**config.mk**
```make
export PLATFORM = sky130hd
export DESIGN_NAME = udp_pkt_reader
export DESIGN_NICKNAME = d
export VERILOG_FILES = /design/src/rtl/udp_pkt_reader.sv
export SDC_FILE = /design/constraint.sdc
export NUM_CORES = 1
export LEC_CHECK = 0
export CORE_ASPECT_RATIO = 1.25
export CORE_UTILIZATION = 50
export DETAILED_ROUTE_END_ITERATION = 16
export PLACE_DENSITY = 0.74
export SETUP_SLACK_MARGIN = 0.05
export SYNTH_ARGS = -nofsm -noshare
export SYNTH_HDL_FRONTEND = slang
export SYNTH_SLANG_ARGS = --single-unit
```
**constraint.sdc**
```tcl
create_clock -name clk -period 7.8 [get_ports clk]
set_input_delay 0.78 -clock clk [delete_from_list [all_inputs] [get_ports clk]]
set_output_delay 0.78 -clock clk [all_outputs]
set_load 0.1 [all_outputs]
```
**src/rtl/udp_pkt_reader.sv**
```systemverilog
// Streams one frozen frame of the ping-pong UDP payload buffer as a single valid/ready packet.
// Reads are credit-limited so the skid FIFO absorbs the RAM latency under backpressure.
module udp_pkt_reader #(
    parameter int unsigned PKT_WORDS  = 527,
    parameter int unsigned RD_LAT     = 2,
    parameter int unsigned FIFO_DEPTH = 4
) (
    input  logic        clk,
    input  logic        rst,
    input  logic        i_msync_n,
    output logic [9:0]  o_rd_addr,
    input  logic [31:0] i_rd_data,
    output logic [31:0] o_st_data,
    output logic        o_st_valid,
    output logic        o_st_sop,
    output logic        o_st_eop,
    output logic        o_st_err,
    input  logic        i_st_ready,
    output logic        o_busy,
    output logic [15:0] o_drop_cnt
);

    localparam int unsigned PTR_W = (FIFO_DEPTH > 1) ? $clog2(FIFO_DEPTH) : 1;
    localparam int unsigned CNT_W = $clog2(FIFO_DEPTH + 1);
    localparam int unsigned IF_W  = $clog2(RD_LAT + 1);
    localparam int unsigned OCC_W = ((CNT_W > IF_W) ? CNT_W : IF_W) + 1;

    typedef enum logic [1:0] {StIdle, StRead, StDrain, StAbort} state_e;

    state_e             state_q, state_d;
    logic               msync_n_q;
    logic               msync;
    logic [9:0]         addr_q, addr_d;
    logic               start;
    logic               issue;
    logic [RD_LAT-1:0]  vld_q, sop_tag_q, eop_tag_q;
    logic [IF_W-1:0]    inflight;
    logic [OCC_W-1:0]   occupancy;
    logic [31:0]        fifo_data_q [FIFO_DEPTH];
    logic               fifo_sop_q  [FIFO_DEPTH];
    logic               fifo_eop_q  [FIFO_DEPTH];
    logic [PTR_W-1:0]   wr_ptr_q, rd_ptr_q;
    logic [CNT_W-1:0]   fifo_cnt_q;
    logic               fifo_empty;
    logic               push, pop;
    logic               eop_pushed_q;
    logic               term_valid, term_accept;
    logic [15:0]        drop_cnt_q;

    assign msync = msync_n_q & ~i_msync_n;

    always_comb begin
        inflight = '0;
        for (int i = 0; i < RD_LAT; i++) begin
            inflight = inflight + IF_W'(vld_q[i]);
        end
    end

    assign occupancy  = OCC_W'(fifo_cnt_q) + OCC_W'(inflight);
    assign fifo_empty = (fifo_cnt_q == '0);
    assign issue      = (state_q == StRead) && (addr_q < 10'(PKT_WORDS)) &&
                        (occupancy < OCC_W'(FIFO_DEPTH));
    assign push       = vld_q[RD_LAT-1];
    assign pop        = ~fifo_empty & i_st_ready;

    // The terminator is only offered once every word of the cut packet has left the FIFO.
    assign term_valid  = (state_q == StAbort) && (inflight == '0) && fifo_empty && ~eop_pushed_q;
    assign term_accept = term_valid & i_st_ready;

    always_comb begin
        state_d = state_q;
        addr_d  = addr_q;
        start   = 1'b0;
        if (issue) begin
            addr_d = addr_q + 10'd1;
        end
        case (state_q)
            StIdle: begin
                if (msync) begin
                    state_d = StRead;
                    start   = 1'b1;
                end
            end
            StRead: begin
                if (msync) begin
                    state_d = StAbort;
                end else if (issue && (addr_q == 10'(PKT_WORDS - 1))) begin
                    state_d = StDrain;
                end
            end
            StDrain: begin
                if (msync) begin
                    state_d = StAbort;
                end else if (pop && fifo_eop_q[rd_ptr_q]) begin
                    state_d = StIdle;
                end
            end
            StAbort: begin
                // A packet whose eop already landed ends cleanly; restart without a terminator.
                if ((inflight == '0) && fifo_empty && (eop_pushed_q || term_accept)) begin
                    state_d = StRead;
                    start   = 1'b1;
                end
            end
            default: state_d = StIdle;
        endcase
        if (start) begin
            addr_d = '0;
        end
    end

    always_ff @(posedge clk or posedge rst) begin
        if (rst) begin
            state_q      <= StIdle;
            msync_n_q    <= 1'b1;
            addr_q       <= '0;
            eop_pushed_q <= 1'b0;
            drop_cnt_q   <= '0;
        end else begin
            state_q   <= state_d;
            msync_n_q <= i_msync_n;
            addr_q    <= addr_d;
            if (start) begin
                eop_pushed_q <= 1'b0;
            end else if (push && eop_tag_q[RD_LAT-1]) begin
                eop_pushed_q <= 1'b1;
            end
            if (term_accept && (drop_cnt_q != 16'hFFFF)) begin
                drop_cnt_q <= drop_cnt_q + 16'd1;
            end
        end
    end

    always_ff @(posedge clk or posedge rst) begin
        if (rst) begin
            vld_q     <= '0;
            sop_tag_q <= '0;
            eop_tag_q <= '0;
        end else begin
            vld_q[0]     <= issue;
            sop_tag_q[0] <= issue && (addr_q == '0);
            eop_tag_q[0] <= issue && (addr_q == 10'(PKT_WORDS - 1));
            for (int i = 1; i < RD_LAT; i++) begin
                vld_q[i]     <= vld_q[i-1];
                sop_tag_q[i] <= sop_tag_q[i-1];
                eop_tag_q[i] <= eop_tag_q[i-1];
            end
        end
    end

    always_ff @(posedge clk or posedge rst) begin
        if (rst) begin
            wr_ptr_q   <= '0;
            rd_ptr_q   <= '0;
            fifo_cnt_q <= '0;
            for (int i = 0; i < FIFO_DEPTH; i++) begin
                fifo_data_q[i] <= '0;
                fifo_sop_q[i]  <= 1'b0;
                fifo_eop_q[i]  <= 1'b0;
            end
        end else begin
            if (push) begin
                fifo_data_q[wr_ptr_q] <= i_rd_data;
                fifo_sop_q[wr_ptr_q]  <= sop_tag_q[RD_LAT-1];
                fifo_eop_q[wr_ptr_q]  <= eop_tag_q[RD_LAT-1];
                wr_ptr_q              <= wr_ptr_q + PTR_W'(1);
            end
            if (pop) begin
                rd_ptr_q <= rd_ptr_q + PTR_W'(1);
            end
            case ({push, pop})
                2'b10:   fifo_cnt_q <= fifo_cnt_q + CNT_W'(1);
                2'b01:   fifo_cnt_q <= fifo_cnt_q - CNT_W'(1);
                default: fifo_cnt_q <= fifo_cnt_q;
            endcase
        end
    end

    assign o_rd_addr  = addr_q;
    assign o_st_valid = ~fifo_empty | term_valid;
    assign o_st_data  = term_valid ? 32'hFFFF_FFFF : fifo_data_q[rd_ptr_q];
    assign o_st_sop   = ~fifo_empty & fifo_sop_q[rd_ptr_q];
    assign o_st_eop   = (~fifo_empty & fifo_eop_q[rd_ptr_q]) | term_valid;
    assign o_st_err   = term_valid;
    assign o_busy     = (state_q != StIdle);
    assign o_drop_cnt = drop_cnt_q;

endmodule

```
## Word level (Yosys, flattened, before mapping)

Cells that the tools add are included.

- Bits in registers: 179
- Latch bits: 0
- Memory bits (writable): 0
- ROM bits: 0
- Bits of input ports: 36
- Output and inout bits: 63
- Word-level logic and storage cells: 114
- Memories: 0

- $add $sub $neg: 8
- Multipliers: 0
- Divide/modulo/power cells: 0
- $lt $le $gt $ge: 5
- Equal/unequal tests: 11
- Shift-type cells: 0
- Mux-type cells: 32
- Bitwise logic cells: 12
- Reduce and logical (&&, ||, !) cells: 23

Operator list:

| cell | number |
|---|---|
| $bwmux W128 | 1 |
| $mux W32 | 4 |
| $bmux W32 S2 | 1 |
| $demux W32 S2 | 1 |
| $mux W10 | 2 |
| $add A16 B1 Y16 const B | 1 |
| $ne A16 B16 Y1 const B | 1 |
| $logic_and A1 B1 Y1 | 13 |
| $mux W2 | 6 |
| $add A10 B1 Y10 const B | 1 |
| $eq A10 B10 Y1 const B | 1 |
| $logic_not A10 Y1 | 1 |
| $lt A10 B10 Y1 const B | 1 |
| $mux W1 | 9 |
| $bwmux W4 | 2 |
| $pmux W2 S4 | 1 |
| $reduce_bool A2 Y1 | 4 |
| $eq A2 B2 Y1 const B | 3 |
| $ge A3 B3 Y1 const B | 2 |
| $not A2 Y3 | 2 |
| $pmux W3 S2 | 1 |
| $and A1 B1 Y1 | 5 |
| $add A2 B1 Y2 const B | 2 |
| $add A3 B2 Y4 | 1 |
| other kinds (19) | 25 |

## Logic depth before layout (Yosys ltp)

- Depth in word-level cells: 11
- Gate-level depth with buffers: 10

## Worst setup path after synthesis

OpenSTA, ideal clock, no wires.

- Path type: reg-to-output
- From: register rd_ptr_q[0]
- To: output o_st_eop
- Arrival time: 3.544 ns
- Required time: 7.020 ns
- Setup slack: 3.476 ns
- Stages on the path, launching flop included: 5
- Path buffers: 2
- Path through: dfrtp_1 buf_2 buf_1 mux2_2 o21ai_0

- Word-level cells in the longest chain between the ends: 6

RTL lines:

| item | line | text |
|---|---|---|
| start, declared | 42 | `logic [PTR_W-1:0] wr_ptr_q, rd_ptr_q;` |
| start signal, assigned | 169 | `rd_ptr_q <= rd_ptr_q + PTR_W'(1);` |
| $not A2 Y3 (not written as such) | 183 | `assign o_st_eop = (~fifo_empty & fifo_eop_q[rd_ptr_q]) \| term_valid;` |
| $bmux W1 S2 | 183 |  |
| $mux W1 (not written as such) (2 in series) | 183 |  |
| $and A1 B1 Y1 | 183 |  |
| $or A1 B1 Y1 | 183 |  |
| end, declared | 16 | `output logic o_st_eop,` |

No other way between the ends. The select of a mux whose other input is x is not followed.

## Final worst setup path

- From: register vld_q[1]
- To: output o_st_data[18]

- Word-level cells in the longest chain between the ends: 6

RTL lines:

| item | line | text |
|---|---|---|
| start, declared | 36 | `logic [RD_LAT-1:0] vld_q, sop_tag_q, eop_tag_q;` |
| start signal, assigned by index | 144 | `vld_q[i] <= vld_q[i-1];` |
| $add A1 B1 Y2 | 55 | `inflight = inflight + IF_W'(vld_q[i]);` |
| $logic_not A2 Y1 | 67 | `assign term_valid = (state_q == StAbort) && (inflight == '0) && fifo_empty && ~eop_pushed_q;` |
| $logic_and A1 B1 Y1 (3 in series) | 67 |  |
| $mux W32 | 181 | `assign o_st_data = term_valid ? 32'hFFFF_FFFF : fifo_data_q[rd_ptr_q];` |
| end, declared | 13 | `output logic [31:0] o_st_data,` |

No other way between the ends.

==> flow_summary.toml <==
[outcome]
status = "finished clean"

[timing]
whs_ns = 0.351
period_share = 0.656
fin_skew_ns = 0.00625
fmax_mhz = 195
relSlewSlack = 0.261
min_period_ns = 5.12
setup_viol = 0
tightest_slew_ns = 1.11
rsz0062_at_grt = "no"
hold_viol = 0
fin_setup_tns_ns = 0
drv_slew = 0

[critical_path]
crit_slowest_cell = "clkdlybuf4s50_1"
worstPathMaxFanout = 35
r2r_cells = 8
setup.worst_path.end = "o_st_data[18]"
cp-start-kind = "flop"
rrSetupSlack_ns = 4.56
crit_required_ns = 7.02
crit_family = "buffers and inverters"
cp.depth = 7
reg2reg_from = "vld_q[1]$_DFF_PP0_"
crit_chain = "inv_1, ha_1, or4b_4, or3b_4, inv_1, or2_2, clkdlybuf4s50_1"
cp_slowest_stage_delay_ns = 1.13
endpoint_kind = "output pin"
arrival_ns = 4.34
crit_top_cell = "inv_1"
startpoint = "vld_q[1]$_DFF_PP0_"
crit_buf_inv = 3
r2r_end = "o_drop_cnt[10]$_DFFE_PP0P_"
crit_type = "reg2out"

[placed_design]
dp.cells = 868
dp_hpwl_mm = 10.6
portBuffers = 98
gp_congestion = 0.790

[logic_synthesis]
async_flop_share = 1.00
synth_most_common_cell = "dfrtp_1"
synthCells = 578
synth-edff-count = 0
synth_common_cells = "dfrtp_1, mux2_2, mux4_2"
yosys-top-cells-area = "dfrtp_1, mux2_2, mux4_2"
seq_area_frac_synth = 0.542
yosysTopAreaCellShare = 0.539
netlist_area_mm2 = 0.00826
ys_warn_count = 0
synth-main-ff-cell = "dfrtp_1"
synth_area_leader_cell = "dfrtp_1"
syn_nets = 631
ys_ff_latch = 179
ys_types = 41
syn_area_per_cell_um2 = 14.3

[floorplanning]
die_h_um = 146
rows = 52
start_util = 0.510
dieArea_mm2 = 0.0170
fp.coreArea_mm2 = 0.0162
die_x_um = 117
pin_count = 99

[global_routing]
track_usage = 0.215
grt_max_degree = 114
antenna_found_initial = 0
grt_pass1_vias = 5505
grt_pass1_wl_mm = 27.7
gr-total-overflow = 0

[finish]
drive_above_1_share = 0.368
num_antenna_cells = 0
fillCellCount = 1217
regArea_mm2 = 0.00448
layout.nets = 724
finalNonFillerCells = 900
area_delta_synth_final_pct = 21.9
multi_input_area_mm2 = 0.00363

[routing]
via_per_inst = 5.52
first_pass_iters = 4
vias = 4972
wl_mm = 16.8
antenna_left = 0
avgRoutedWirePerCell_um = 18.6
first_iter_violations = 245
drc = 0

[clock_network]
numCtsBuffers = 17
path_clk_slew_ns = 0.06
cts-hold-fix-buffers = 0
cts-resized-gates = 0
cts_buffer_depth = 2
cts_tree = "yes"
post_cts_buffers = 0
clkSinkCount = 179
insertion_delay_ns = 0.42
clockRootBuffer = "clkbuf_16"
htreeDepth = 4

[flow_run]
max_cap_violations = 0

[hold_path]
hp-class = "reg2reg"
metal layers:
layer  global-route usage  wire length [µm]  part of all wire
met1                0.264              7060              0.42
met2                0.377              9040              0.54
met3               0.0475               457             0.027
met4               0.0608               209             0.012
met5                    0                 0                 0
kinds of logic (layout without fill, tap and decap cells):
family                   Yosys count  count (layout)  share of synthesized area
AO/OA/AOI/OAI                     16              16                     0.0165
AND/OR/NAND/NOR                  117             117                     0.0792
buffers and inverters             44             150                     0.0201
adder cells (fa/ha/maj)           17              17                     0.0267
multiplexers                     177             177                      0.286
flip-flops                       179             179                      0.542
XOR/XNOR                          28              28                     0.0297
registers in the layout, indices dropped and copies added (netlist names):
name          count
state_q           2
o_drop_cnt       16
vld_q             2
msync_n_q         1
fifo_eop_q        4
sop_tag_q         2
o_rd_addr        10
eop_pushed_q      1
fifo_sop_q        4
fifo_cnt_q        3
fifo_data_q     128
wr_ptr_q          2
rd_ptr_q          2
eop_tag_q         2
worst min path at each step:
stage                                 from                endpoint  cells after the start
floorplan           eop_tag_q[0]$_DFF_PP0_  eop_tag_q[1]$_DFF_PP0_                      0
global placement    eop_tag_q[0]$_DFF_PP0_  eop_tag_q[1]$_DFF_PP0_                      0
detailed placement  eop_tag_q[0]$_DFF_PP0_  eop_tag_q[1]$_DFF_PP0_                      0
CTS                 eop_tag_q[0]$_DFF_PP0_  eop_tag_q[1]$_DFF_PP0_                      0
global route        eop_tag_q[0]$_DFF_PP0_  eop_tag_q[1]$_DFF_PP0_                      0
finish              eop_tag_q[0]$_DFF_PP0_  eop_tag_q[1]$_DFF_PP0_                      0
through the flow:
| step | area, µm² | setup WS (ns) | utilization |
|---|---|---|---|
| after floorplan | 8260 | 2.16 | - |
| after global placement | 9450 | 3.20 | 0.583 |
| after detailed placement | 9450 | 3.05 | 0.583 |
| after CTS | 10100 | 2.58 | 0.622 |
| final | 10100 | 2.68 | 0.622 |
| after global routing | 10100 | 2.41 | 0.622 |
cell type report:
type                            instances  share of cell area
Clock inverter                         11              0.0157
Tap cell                              216              0.0268
Clock buffer                           21              0.0457
Multi-Input combinational cell        355               0.360
Timing Repair Buffer                  101              0.0997
Inverter                               17             0.00683
Sequential cell                       179               0.445
layout by cell type, fill, tap and decap left out, types with 3 or more instances in the layout:
cell / n
dfrtp_1: 176
mux2i_1: 4
inv_1: 16
xnor2_1: 16
mux2_2: 140
ha_1: 16
buf_4: 3
clkdlybuf4s50_1: 98
xor2_1: 12
nand3_1: 6
and4_1: 3
clkinv_2: 6
nor2b_1: 3
nor2_1: 22
o21ai_0: 5
nand4_1: 14
and3_1: 8
or2_2: 32
nand2_1: 13
clkbuf_16: 17
nand2_2: 4
mux4_2: 33
bufinv_16: 4
a21oi_1: 3
Power is left out: the tool's default activity adds up to more than one toggle a clock period on the data nets, which glitch-free logic cannot reach.
==> RTL edit: new RTL, config.mk and constraints unchanged <==
The parameter `FIFO_DEPTH` goes from 4 to 8.
--- a/src/rtl/udp_pkt_reader.sv
+++ b/src/rtl/udp_pkt_reader.sv
@@ -4,5 +4,5 @@
     parameter int unsigned PKT_WORDS  = 527,
     parameter int unsigned RD_LAT     = 2,
-    parameter int unsigned FIFO_DEPTH = 4
+    parameter int unsigned FIFO_DEPTH = 8
 ) (
     input  logic        clk,
Check against the original RTL: not equivalent (a bounded check fails within 10 cycles, from zero or initial values and one cycle with rst high).
==> RTL edit against the original RTL <==
Hold slack got worse by 0.00068 ns. Routed wire length increased by 79%. Setup slack improved by 0.28 ns. Design area increased by 71%. Register-to-register slack improved by 0.34 ns. Sequential cell count increased by 139. Area after synthesis increased by 77%.
Power is left out: the tool's default activity adds up to more than one toggle a clock period on the data nets, which glitch-free logic cannot reach.
==> RTL edit: results (changes against the original RTL) <==
| Metric | Value |
|---|---|
| Top post-synthesis cells by area | dfrtp_1, mux2_2, mux4_2, mux2i_1, ha_1 (was dfrtp_1, mux2_2, mux4_2, ha_1, or2_2) |
| Layout cells sized above 1 | 0.395 (was 0.368) |
| DRT Wirelength | 30000 um (was 16800 um) |
| Clk buf depth | 3 (was 2) |
| Worst-path maximum fanout | 39 (was 35) |
| XOR/XNOR Fraction of Synth Area | 0.0186 (was 0.0297) |
| Wire length of the first global-routing pass | 49000 um (was 27700 um) |
| Multiplexer share of the synthesized area | 0.341 (was 0.286) |
| Final worst clock skew | 0.0110 ns (was 0.00625 ns) |
| Distinct cells, synth | 49 (was 41) |
| Async S/R FF share, synth | 1.00 (unchanged) |
| Status | complete, no violations (unchanged) |
| Via count | 8349 (was 4972) |
| Final nets | 1117 (was 724) |
| Antenna diodes | 0 (unchanged) |
| Worst-skew pair later-pin latency | 0.50 ns (was 0.42 ns) |
| Pin count of the biggest net entering global routing | 190 (was 114) |
| Total track usage | 0.210 (was 0.215) |
| Num CTS Buffers | 34 (was 17) |
| Cells on worst reg2reg path | 6 (was 8) |
| Max FFs per register | 256 (was 128) |
| Worst slack, placed | 3.38 ns (was 3.05 ns) |
| Dpl cells | 1418 (was 868) |
| Hold Path Cell Cnt | 0 (unchanged) |
| DP Wirelength | 17800 um (was 10600 um) |
| Synth cell count leaders | dfrtp_1, mux2_2, mux4_2 (unchanged) |
| DR vias/cell | 5.65 (was 5.52) |
| Htree depth | 2 (was 4) |
| Global route overflow | 0 (unchanged) |
| Syn nets | 1021 (was 631) |
| PortBufs | 98 (unchanged) |
| CTS resizes | 0 (unchanged) |
| Initial antenna violation count | 1 (was 0) |
| Starting DRT DRC Count | 506 (was 245) |
| Clk slew on worst S/H paths | 0.06 ns (about the same) |
| Crit path DAT | 4.06 ns (was 4.34 ns) |
| Setup bufs post-CTS | 0 (unchanged) |
| Worst min path class | reg2reg (unchanged) |
| Rel. slew slack | 0.236 (was 0.261) |
| Drt first pass iters | 5 (was 4) |
| Most flop-heavy register | fifo_data_q (unchanged) |
| Syn Area/Cell | 15.1 um2 (was 14.3 um2) |
| Synthesized-area fraction occupied by adder cells | 0.0151 (was 0.0267) |
| Number of global-route vias before repair | 8793 (was 5505) |
| Register area share after synthesis | 0.544 (was 0.542) |
| Gpl congestion | 0.757 (was 0.790) |
| Compound-Gate Fraction of Synth Area | 0.0107 (was 0.0165) |
-- RTL edit: cell types whose count changed in the layout (fill, tap and decap cells not counted), sizes merged, moves of 9 or more --
| cell | delta |
|---|---|
| buf | +13 |
| mux2i | +34 |
| clkbuf | +30 |
| mux2 | +137 |
| or2 | -32 |
| dfrtp | +139 |
| nand4 | -9 |
| nand2 | +36 |
| mux4 | +33 |
| nor3 | +9 |
-- RTL edit: layer usage --
layer,share of wire,wire length [um],GRT usage
met5,0.00047,14,0
met4,0.012,350,0.0476
met3,0.029,863,0.0308
met2,0.51,15200,0.361
met1,0.45,13500,0.284
-- RTL edit: cell type report --
cell class,instances,area (um2)
clock inverter,10,131
sequential,318,7970
tap,390,488
clock buffer,51,1040
timing repair buffer,114,1130
inverter,16,63.8
multi-input combinational,580,6390
fill,2203,11400
-- RTL edit: metrics by stage --
step / instance area, um2 / hold slack [ns]
after floorplan: 14600 / 0.331
after global placement: 16000 / 0.331
after detailed placement: 16000 / 0.336
after CTS: 17200 / 0.350
after global routing: 17200 / 0.363
final: 17200 / 0.350
-- RTL edit: path summary, 6_finish.rpt --
kind	startpoint	slack, ns	to
setup / recovery	rd_ptr_q[0]	2.96	o_st_data[15]
hold / removal	eop_tag_q[0]	0.35	eop_tag_q[1]
setup reg to reg	rd_ptr_q[2]	4.90	state_q[0]
hold reg to reg	eop_tag_q[0]	0.35	eop_tag_q[1]
max in group asynchronous	rst	5.39	rd_ptr_q[0]
min in group asynchronous	rst	0.85	o_drop_cnt[9]
-- RTL edit: kinds of logic after synthesis --
kind of cell / count (synthesis)
AOI/OAI and AO/OA: 19
xor gates and xnor gates: 31
adders and majority gates: 17
buffers and inverters: 70
DFF: 318
muxes: 381
and+or+nand+nor: 132
-- RTL edit: critical path, cell delays in order, from the launching register on --
cell and delay, ns:
dfrtp_4 0.93, buf_4 0.70, mux4_2 0.60, mux2i_1 0.22, nand2_1 0.08, clkdlybuf4s50_1 0.99
